**src/rtl/reg_select_sequencer.sv**
```systemverilog
// rtl/reg_select_sequencer.sv - register select sequencer driving one-hot register file enables
// Latches Ra/Rb/Rc and op class on start, then walks out/in phases with registered enables.
module reg_select_sequencer (
   input  logic        clk,
   input  logic        clr_n,
   input  logic        start,
   input  logic [31:0] ir,
   input  logic [1:0]  op_class,
   input  logic        base_zero,
   input  logic        stall,
   output logic [15:0] r_out,
   output logic [15:0] r_in,
   output logic        zero_out,
   output logic        busy,
   output logic        done
);

   typedef enum logic [2:0] {
      S_IDLE, S_RB_OUT, S_RC_OUT, S_RA_IN, S_RA_OUT, S_DONE
   } state_t;

   state_t      state_q, state_d;
   logic [3:0]  ra_q, ra_d, rb_q, rb_d, rc_q, rc_d;
   logic [1:0]  cls_q, cls_d;
   logic        bz_q, bz_d;
   logic        stalled_q, stalled_d;
   logic [15:0] r_out_q, r_out_d, r_in_q, r_in_d;
   logic        zero_out_q, zero_out_d, busy_q, busy_d, done_q, done_d;
   logic        present;
   logic        unused_ir;

   assign unused_ir = ^{ir[31:27], ir[14:0]};

   function automatic logic [15:0] dec(input logic [3:0] n);
      dec = 16'h0001 << n;
   endfunction

   function automatic state_t first_phase(input logic [1:0] c);
      case (c)
         2'b00, 2'b01: first_phase = S_RB_OUT;
         2'b10:        first_phase = S_RA_IN;
         default:      first_phase = S_RA_OUT;
      endcase
   endfunction

   always_comb begin
      state_d   = state_q;
      ra_d      = ra_q;
      rb_d      = rb_q;
      rc_d      = rc_q;
      cls_d     = cls_q;
      bz_d      = bz_q;
      stalled_d = 1'b0;
      present   = 1'b0;
      case (state_q)
         S_IDLE: begin
            if (start) begin
               ra_d    = ir[26:23];
               rb_d    = ir[22:19];
               rc_d    = ir[18:15];
               cls_d   = op_class;
               bz_d    = base_zero;
               state_d = first_phase(op_class);
               present = 1'b1;
            end
         end
         S_DONE: state_d = S_IDLE;
         default: begin
            // After a stall the held phase must show its enable once more before moving on.
            if (stall) begin
               stalled_d = 1'b1;
            end else if (stalled_q) begin
               present = 1'b1;
            end else begin
               present = 1'b1;
               case (state_q)
                  S_RB_OUT: state_d = (cls_q == 2'b00) ? S_RC_OUT : S_RA_IN;
                  S_RC_OUT: state_d = S_RA_IN;
                  default:  state_d = S_DONE;
               endcase
            end
         end
      endcase

      r_out_d    = 16'h0000;
      r_in_d     = 16'h0000;
      zero_out_d = 1'b0;
      if (present) begin
         case (state_d)
            S_RB_OUT: begin
               if (bz_d && (rb_d == 4'd0)) zero_out_d = 1'b1;
               else                        r_out_d    = dec(rb_d);
            end
            S_RC_OUT: r_out_d = dec(rc_d);
            S_RA_OUT: r_out_d = dec(ra_d);
            S_RA_IN:  r_in_d  = dec(ra_d);
            default:  ;
         endcase
      end
      busy_d = (state_d != S_IDLE);
      done_d = (state_d == S_DONE);
   end

   always_ff @(posedge clk or negedge clr_n) begin
      if (!clr_n) begin
         state_q    <= S_IDLE;
         ra_q       <= 4'd0;
         rb_q       <= 4'd0;
         rc_q       <= 4'd0;
         cls_q      <= 2'd0;
         bz_q       <= 1'b0;
         stalled_q  <= 1'b0;
         r_out_q    <= 16'h0000;
         r_in_q     <= 16'h0000;
         zero_out_q <= 1'b0;
         busy_q     <= 1'b0;
         done_q     <= 1'b0;
      end else begin
         state_q    <= state_d;
         ra_q       <= ra_d;
         rb_q       <= rb_d;
         rc_q       <= rc_d;
         cls_q      <= cls_d;
         bz_q       <= bz_d;
         stalled_q  <= stalled_d;
         r_out_q    <= r_out_d;
         r_in_q     <= r_in_d;
         zero_out_q <= zero_out_d;
         busy_q     <= busy_d;
         done_q     <= done_d;
      end
   end

   assign r_out    = r_out_q;
   assign r_in     = r_in_q;
   assign zero_out = zero_out_q;
   assign busy     = busy_q;
   assign done     = done_q;

endmodule

```
**config.mk**
```make
export PLATFORM = sky130hd
export DESIGN_NAME = reg_select_sequencer
export DESIGN_NICKNAME = d
export VERILOG_FILES = /design/src/rtl/reg_select_sequencer.sv
export SDC_FILE = /design/constraint.sdc
export NUM_CORES = 1
export LEC_CHECK = 0
export BUFFER_PORTS_ARGS = -buffer_cell sky130_fd_sc_hd__buf_4
export CORE_UTILIZATION = 51
export DETAILED_ROUTE_END_ITERATION = 12
export PLACE_DENSITY = 0.78
export SYNTH_ARGS = -nofsm -noshare
export SYNTH_HDL_FRONTEND = slang
export SYNTH_SLANG_ARGS = --single-unit
```
**constraint.sdc**
```tcl
create_clock -name clk -period 4.1 [get_ports clk]
set_input_delay 0.615 -clock clk [delete_from_list [all_inputs] [get_ports clk]]
set_output_delay 0.615 -clock clk [all_outputs]
set_load 0.02 [all_outputs]
```
==> results.sh, run 1 <==
export IMPL_power_leakage_nw=1.51
export IMPL_syn_nets=339
export IMPL_clockRootBuffer="clkbuf_8"
export IMPL_syn_to_final_growth_pct=19.3
export IMPL_dr_max_layer_used="met4"
export IMPL_regToRegSetupSlack_ps=1190
export IMPL_fillers=454
export IMPL_slew_violations=0
export IMPL_rr_worst_depth=5
export IMPL_routed_wl_met2_mm=2.98
export IMPL_status="complete, no violations"
export IMPL_postPlaceCellArea_um2=3240
export IMPL_cts_resized=0
export IMPL_dp_hpwl_mm=4.58
export IMPL_hold_ws_ps=339
export IMPL_critPathMaxFanout=22
export IMPL_cp_required_ps=4310
export IMPL_drive_above_1_share_pct=22.0
export IMPL_tns_ps=0
export IMPL_maxCapViolations=0
export IMPL_wl_met1_mm=3.06
export IMPL_clk_pin_slew_worst_paths_ps=100
export IMPL_tightest_slew_ps=1060
export IMPL_die_area_um2=5810
export IMPL_yosys_most_used_dff="dfrtp_1"
export IMPL_wirelength_mm=6.50
export IMPL_grt_start_max_net_pins=55
export IMPL_vias=2471
export IMPL_drc=0
export IMPL_ys_seq_area_share_pct=48.1
export IMPL_endpoint_kind="flop"
export IMPL_ys_warn_count=0
export IMPL_cts_hold_buf=0
export IMPL_io_pins=74
export IMPL_syn_cell_area_um2=2810
export IMPL_ctsHtreeMaxLevel=2
export IMPL_tritoncts="done"
export IMPL_setup_viol=0
export IMPL_core_area_um2=5200
export IMPL_grt_pass1_vias=2151
export IMPL_final_min_clock_period_ps=2910
export IMPL_hold_path_class="in -> async"
export IMPL_avgSynthCellArea_um2=9.36
export IMPL_synth_top_cell_area_share_pct=48.1
export IMPL_finalHoldViolCount=0
export IMPL_grt_pass1_wl_mm=10.8
export IMPL_r2r_start="state_q[2]"
export IMPL_fin_ws_ps=1190
export IMPL_n_antenna_cell=0
export IMPL_pre_cts_ws_ps=1130
export IMPL_cp_start_kind="flop"
export IMPL_dp_cells=408
export IMPL_critPathArrivalTime_ps=3120
export IMPL_critical_path_class="reg -> reg"
export IMPL_ant_nets=0
export IMPL_drt_iter0_drc=240
export IMPL_met3WireLength_um=384
export IMPL_globalRoute_totalOverflow=0
export IMPL_grt_setup_unrepaired="no"
export IMPL_synth_area_leaders="dfrtp_1 48%, nand2_1 4.9%, nor2_1 4.3%, o221ai_1 4.1%, nand4_1 3.1%"
export IMPL_start_util_pct=53.9
export IMPL_port_buffers=53
export IMPL_worstSkewPairLatency_ps=300
export IMPL_synth_distinct_cells=45
export IMPL_clock_sinks=54
export IMPL_numCtsBuffers=5
export IMPL_timing_rr_end="r_out[0]"
export IMPL_vdd_drop_max_mv=0.309
export IMPL_dr_pass1_iters=4
export IMPL_die_w_um=76.2
export IMPL_gp_congestion=0.900
export IMPL_die_y_um=76.2
export IMPL_ys_ff_latch=54
export IMPL_antenna_found_initial=0
export IMPL_timing_fmax_ghz=0.344
export IMPL_postLayoutCoreUtil_pct=64.3
export IMPL_postCtsSetupBuffers=0
export IMPL_power_density_nw_per_um2=620
export IMPL_yosys_area_top_type="dfrtp_1"
export IMPL_relSlewSlack_pct=28.9
export IMPL_finalCritPeriodShare_pct=70.9
export IMPL_fin_cells=416
export IMPL_clock_path_buffers=2
export IMPL_syn_inst=300
export IMPL_rows=26
export IMPL_fin_nets=384
export IMPL_wl_per_cell_um=15.6
export IMPL_groute_usage_overall_pct=23.3
export IMPL_power_mw=2.08
export IMPL_fin_area_um2=3350
export IMPL_ys_async_sr_fraction_pct=100
export IMPL_synth_edf_count=0
export IMPL_skew_ps=9.79
export IMPL_vias_per_cell=5.94
area by class of cell:
type | count | area, um^2 | area share [%]
Clock inverter | 2 | 37.5 | 1.12
Multi-Input combinational cell | 217 | 1340 | 39.9
Tap cell | 70 | 87.6 | 2.62
Timing Repair Buffer | 56 | 420 | 12.6
Sequential cell | 54 | 1350 | 40.4
Inverter | 11 | 41.3 | 1.23
Clock buffer | 6 | 72.6 | 2.17
flip-flops by register name, summed over array words and instances, names as in the netlist:
register   flops
done           1
r_out         16
ra_q           4
busy           1
zero_out       1
stalled_q      1
r_in          16
rc_q           4
cls_q          2
rb_q           4
state_q        3
bz_q           1
critical path, stage by stage, from the launching register on:
cell	delay, ps
dfrtp_1	540
or4b_1	940
a21oi_4	300
a2bb2oi_2	570
nand3_1	210
o221ai_1	240
cell usage after synthesis, types with 2 or more instances:
library cell	count
nor3b_1	7
o221ai_1	13
mux2i_1	4
nand2b_1	4
nor2_1	32
a21oi_1	3
clkbuf_1	8
o21ai_0	12
buf_4	2
nand4b_1	5
a31oi_1	11
o31ai_1	6
nor4_1	2
or3_1	4
mux2_2	2
nand3b_1	8
o21bai_1	2
or4b_4	4
nand4_1	14
nand3_1	15
or2_2	2
inv_1	11
buf_2	7
dfrtp_1	54
nor2b_1	4
nor3_1	6
o211ai_1	4
nand2_1	37
kinds of logic after synthesis:
group	count (synthesis)	share of synthesized area [%]
AOI/OAI and AO/OA	61	16.3
xor gates and xnor gates	1	0.312
buffers and inverters	29	4.46
DFF	54	48.1
muxes	6	2.23
and+or+nand+nor	149	28.6
worst max-delay path by stage:
stage                          start         to  slack (ps)  cells after the start
after floorplan                start  r_out[11]        1910                      8
after global placement         start   r_out[8]        1170                      7
final                     state_q[2]   r_out[0]        1190                      5
after CTS                 state_q[2]   r_out[0]        1250                      5
after global routing      state_q[2]   r_out[0]         960                      5
after detailed placement       start   r_out[8]        1130                      7
report_power, final:
part           leakage (nW)  internal [mW]  switching, mW  total, mW
registers             0.717          0.652          0.145      0.797
logic                 0.739          0.332          0.597      0.928
clock network        0.0514          0.182          0.170      0.352
per-layer routing:
layer	vias up	GRT usage (%)
met5	-	0
met4	0	7.50
met3	8	3.83
met2	84	35.5
met1	1183	34.3
li1	1196	-
placed cells by master, fill, tap and decap left out, types with 8 or more instances in the layout:
master    Yosys  final
a31oi_1      11     11
buf_4         2     56
dfrtp_1      54     54
inv_1        11     11
nand2_1      37     37
nand3_1      15     15
nand3b_1      8      8
nand4_1      14     14
nor2_1       32     32
o21ai_0      12     12
o221ai_1     13     13
Power figures use the tool's default switching activity.
==> run 2: changes to the inputs <==
Settings changed: CORE_UTILIZATION 51 to 48, PLACE_DENSITY 0.78 to 0.77.
Clock period 4.1 ns to 2.36 ns, I/O delays scaled along.
==> results.sh, run 2 (synthesized netlist as in run 1, its figures left out) <==
export IMPL_status="complete, no violations"
export IMPL_drc=0
export IMPL_drive_above_1_share_pct=26.9
export IMPL_r2r_start="state_q[2]"
export IMPL_regToRegSetupSlack_ps=170
export IMPL_start_util_pct=50.4
export IMPL_tns_ps=0
export IMPL_postCtsSetupBuffers=0
export IMPL_die_area_um2=6160
export IMPL_crit_start="state_q[2]"
export IMPL_grt_setup_unrepaired="no"
export IMPL_core_area_um2=5570
export IMPL_hold_path_class="in -> async"
export IMPL_tightest_slew_ps=648
export IMPL_final_common_cell="buf_4"
export IMPL_groute_usage_overall_pct=22.9
export IMPL_vias_per_cell=5.65
export IMPL_p_switching_mw=1.60
export IMPL_dr_pass1_iters=4
export IMPL_critPathMaxFanout=12
export IMPL_cp_start_kind="flop"
export IMPL_port_buffers=53
export IMPL_worstSkewPairLatency_ps=300
export IMPL_globalRoute_totalOverflow=0
export IMPL_die_w_um=78.5
export IMPL_fin_area_um2=3530
export IMPL_wirelength_mm=6.52
export IMPL_timing_rr_end="r_in[11]"
export IMPL_clockRootBuffer="clkbuf_8"
export IMPL_pwr_share_comb_pct=50.5
export IMPL_finalCritPeriodShare_pct=92.9
export IMPL_antenna_found_initial=0
export IMPL_grt_start_max_net_pins=55
export IMPL_critPathArrivalTime_ps=2430
export IMPL_power_leakage_nw=1.62
export IMPL_power_density_nw_per_um2=1090
export IMPL_clock_path_buffers=2
export IMPL_power_internal_mw=2.25
export IMPL_dp_hpwl_mm=4.95
export IMPL_ctsHtreeMaxLevel=2
export IMPL_rows=27
export IMPL_relSlewSlack_pct=56.8
export IMPL_ant_nets=0
export IMPL_skew_ps=8.55
export IMPL_syn_to_final_growth_pct=25.8
export IMPL_n_antenna_cell=0
export IMPL_fillers=511
export IMPL_power_mw=3.85
export IMPL_numCtsBuffers=5
export IMPL_vias=2486
export IMPL_vdd_drop_max_mv=0.472
export IMPL_cts_resized=0
export IMPL_final_cell_mix="77 x buf_4, 54 x dfrtp_1, 37 x nand2_1"
export IMPL_slew_violations=0
export IMPL_wl_per_cell_um=14.8
export IMPL_die_y_um=78.5
export IMPL_final_min_clock_period_ps=2190
export IMPL_critical_path_class="reg -> reg"
export IMPL_maxCapViolations=0
export IMPL_p_seq_share_pct=33.9
export IMPL_finalHoldViolCount=0
export IMPL_postPlaceCellArea_um2=3410
export IMPL_endpoint_kind="flop"
export IMPL_clk_pin_slew_worst_paths_ps=90
export IMPL_cts_hold_buf=0
export IMPL_cp_required_ps=2590
export IMPL_gp_congestion=0.899
export IMPL_grt_pass1_wl_mm=10.8
export IMPL_p_clk_share_pct=15.6
export IMPL_drt_iter0_drc=233
export IMPL_timing_fmax_ghz=0.456
export IMPL_tritoncts="done"
export IMPL_postLayoutCoreUtil_pct=63.4
export IMPL_swShare_pct=41.5
export IMPL_io_pins=74
export IMPL_grt_pass1_vias=2248
export IMPL_fin_nets=406
export IMPL_rr_worst_depth=6
export IMPL_setup_viol=0
export IMPL_clock_sinks=54
-- run 2: cell count changes in the layout (fill, tap and decap cells not counted), sizes merged --
| cell | change |
|---|---|
| buf | +22 |
-- run 2: worst max-delay path, cell delays in order (launching register included) --
cell,delay (ps)
dfrtp_1,430
or4b_4,590
buf_4,200
nor3_1,170
a31oi_1,100
or4b_4,530
nor2_1,120
-- run 2: worst max path at each step --
stage | endpoint | slack (ps)
after global placement | r_out[7] | 90
after global routing | r_out[13] | 30
after floorplan | r_out[11] | 320
final | r_in[11] | 170
after CTS | r_out[14] | 40
after detailed placement | r_out[14] | 90
-- run 2: power groups by stage --
| stage | combinational, mW | sequential (mW) | clock, mW |
|---|---|---|---|
| 3_5_place_dp | 1.91 | 1.31 | 0 |
| 2_1_floorplan | 1.15 | 1.37 | 0 |
| 5_1_grt | 2.13 | 1.34 | 0.661 |
| 4_1_cts | 1.92 | 1.30 | 0.620 |
| 6_report | 1.95 | 1.30 | 0.602 |
| 3_3_place_gp | 1.89 | 1.30 | 0 |
-- run 2: layout make-up --
| cell class | count | area (um^2) | share of cell area, % |
|---|---|---|---|
| timing repair buffer | 78 | 589 | 16.7 |
| clock buffer | 6 | 72.6 | 2.05 |
| clock inverter | 2 | 37.5 | 1.06 |
| tap | 72 | 90.1 | 2.55 |
| multi-input combinational | 217 | 1350 | 38.2 |
| sequential | 54 | 1350 | 38.3 |
| inverter | 11 | 41.3 | 1.17 |
-- run 2: per-layer routing --
metal / vias to the layer above / wire length [um] / GRT usage [%]
li1: 1235 / - / -
met1: 1170 / 2960 / 31.4
met2: 73 / 3160 / 37.4
met3: 8 / 337 / 3.26
met4: 0 / 63 / 7.22
met5: - / 0 / 0
-- run 2: stage by stage --
| step | cells | setup slack, ps | hold WS (ps) |
|---|---|---|---|
| floorplan | 300 | 324 | 58.4 |
| global placement | 432 | 93.1 | 421 |
| detailed placement | 432 | 86.6 | 431 |
| CTS | 440 | 44.9 | 99.5 |
| global route | 440 | 32.4 | 128 |
| finish | 440 | 166 | 64.1 |
==> run 3: changes to the inputs <==
Settings changed: PLACE_DENSITY 0.77 to not set, PLACE_DENSITY_LB_ADDON set to 0.3.
==> results.sh, run 3 (synthesized netlist as in run 1, its figures left out) <==
export IMPL_core_area_um2=5570
export IMPL_finalCritPeriodShare_pct=94.9
export IMPL_vdd_drop_max_mv=0.438
export IMPL_syn_to_final_growth_pct=23.6
export IMPL_drive_above_1_share_pct=26.2
export IMPL_io_pins=74
export IMPL_endpoint_kind="flop"
export IMPL_clock_path_buffers=2
export IMPL_fin_cells=435
export IMPL_clk_pin_slew_worst_paths_ps=100
export IMPL_setup_viol=0
export IMPL_n_antenna_cell=0
export IMPL_power_mw=3.72
export IMPL_final_cell_mix="74 x buf_4, 54 x dfrtp_1, 37 x nand2_1"
export IMPL_dr_pass1_iters=4
export IMPL_vias=2491
export IMPL_grt_pass1_wl_mm=11.0
export IMPL_finalHoldViolCount=0
export IMPL_grt_start_max_net_pins=55
export IMPL_regArea_um2=1350
export IMPL_grt_pass1_vias=2294
export IMPL_die_area_um2=6160
export IMPL_crit_chain="buf_4 > nor4b_2 > buf_4 > buf_4 > nand3_1 > a21oi_1 > nand3_1 > o221ai_1"
export IMPL_final_min_clock_period_ps=2240
export IMPL_hold_path_class="in -> async"
export IMPL_multi_input_area_um2=1350
export IMPL_drt_iter0_drc=192
export IMPL_critical_path_class="reg -> reg"
export IMPL_wl_per_cell_um=15.2
export IMPL_wirelength_mm=6.61
export IMPL_clockRootBuffer="clkbuf_8"
export IMPL_ant_nets=0
export IMPL_timing_fmax_ghz=0.446
export IMPL_die_w_um=78.5
export IMPL_dp_hpwl_mm=4.90
export IMPL_die_y_um=78.5
export IMPL_power_density_nw_per_um2=1070
export IMPL_tns_ps=0
export IMPL_tightest_slew_ps=660
export IMPL_critPathArrivalTime_ps=2440
export IMPL_clock_sinks=54
export IMPL_groute_usage_overall_pct=23.0
export IMPL_cp_start_kind="flop"
export IMPL_gp_congestion=0.936
export IMPL_r2r_start="state_q[0]"
export IMPL_vias_per_cell=5.73
export IMPL_maxCapViolations=0
export IMPL_cp_required_ps=2560
export IMPL_skew_ps=10.4
export IMPL_tritoncts="done"
export IMPL_worstSkewPairLatency_ps=310
export IMPL_worst_path_most_repeated_cell="buf_4"
export IMPL_dp_cells=428
export IMPL_status="complete, no violations"
export IMPL_power_leakage_nw=1.58
export IMPL_fillers=503
export IMPL_fin_nets=402
export IMPL_start_util_pct=50.4
export IMPL_numCtsBuffers=5
export IMPL_drc=0
export IMPL_final_common_cell="buf_4"
export IMPL_slowest_stage="dfrtp_1"
export IMPL_antenna_found_initial=0
export IMPL_ctsHtreeMaxLevel=2
export IMPL_globalRoute_totalOverflow=0
export IMPL_relSlewSlack_pct=56.0
export IMPL_rows=27
export IMPL_crit_path_max_incr_delay_ps=400
export IMPL_crit_start="state_q[0]"
export IMPL_slew_violations=0
export IMPL_port_buffers=53
export IMPL_critPathMaxFanout=23
export IMPL_grt_setup_unrepaired="no"
-- run 3: metal layers --
metal  vias to the layer above  wire, um  track usage, %
met5                         -         0               0
met4                         0       108            9.07
met3                        10       342            3.72
met2                        88      3150            37.4
met1                      1168      3020            30.6
li1                       1225         -               -
-- run 3: power by group --
group | total (mW) | internal [mW] | switching [mW]
Clock | 0.496 | 0.203 | 0.293
Combinational | 1.91 | 0.764 | 1.14
Sequential | 1.31 | 1.13 | 0.178
-- run 3: final timing paths --
check                            end  depth (start not counted)  slack, ps
min reg2reg                 cls_q[1]                          2        490
min                             busy                          1         70
max reg2reg                r_out[15]                          8        120
max in group asynchronous  r_out[12]                          1       1840
min in group clk             rc_q[2]                          3        280
max                        r_out[15]                          8        120
-- run 3: layout make-up --
cell class	instances	share of cell area [%]
multi-input cells	217	38.9
well taps	72	2.60
clock inverters	2	0.433
repair buffers	74	16.0
clock buffers	5	1.98
inverters	11	1.19
flip-flops and latches	54	38.9
-- run 3: repair_timing --
action                                  in CTS  in global routing
hold buffers                                 0                  0
setup buffers                                0                  0
endpoints found under the setup margin       0                  4
gates resized for setup                      0                  2
-- run 3: critical path, delay by kind of cell, from the launching register on --
| kind | cells | cell delay [ps] |
|---|---|---|
| AO/OA/AOI/OAI | 2 | 520 |
| flip-flops | 1 | 400 |
| AND/OR/NAND/NOR | 3 | 510 |
| buffers and inverters | 3 | 700 |
-- run 3: per-stage QoR --
step	util [%]	setup WS (ps)	cell area (um^2)	hold slack (ps)
floorplan	-	324	2810	58.4
global placement	60.6	159	3380	422
detailed placement	60.6	110	3380	433
CTS	62.1	120	3460	93.8
global route	62.3	5.95	3470	126
finish	62.3	119	3470	69.8
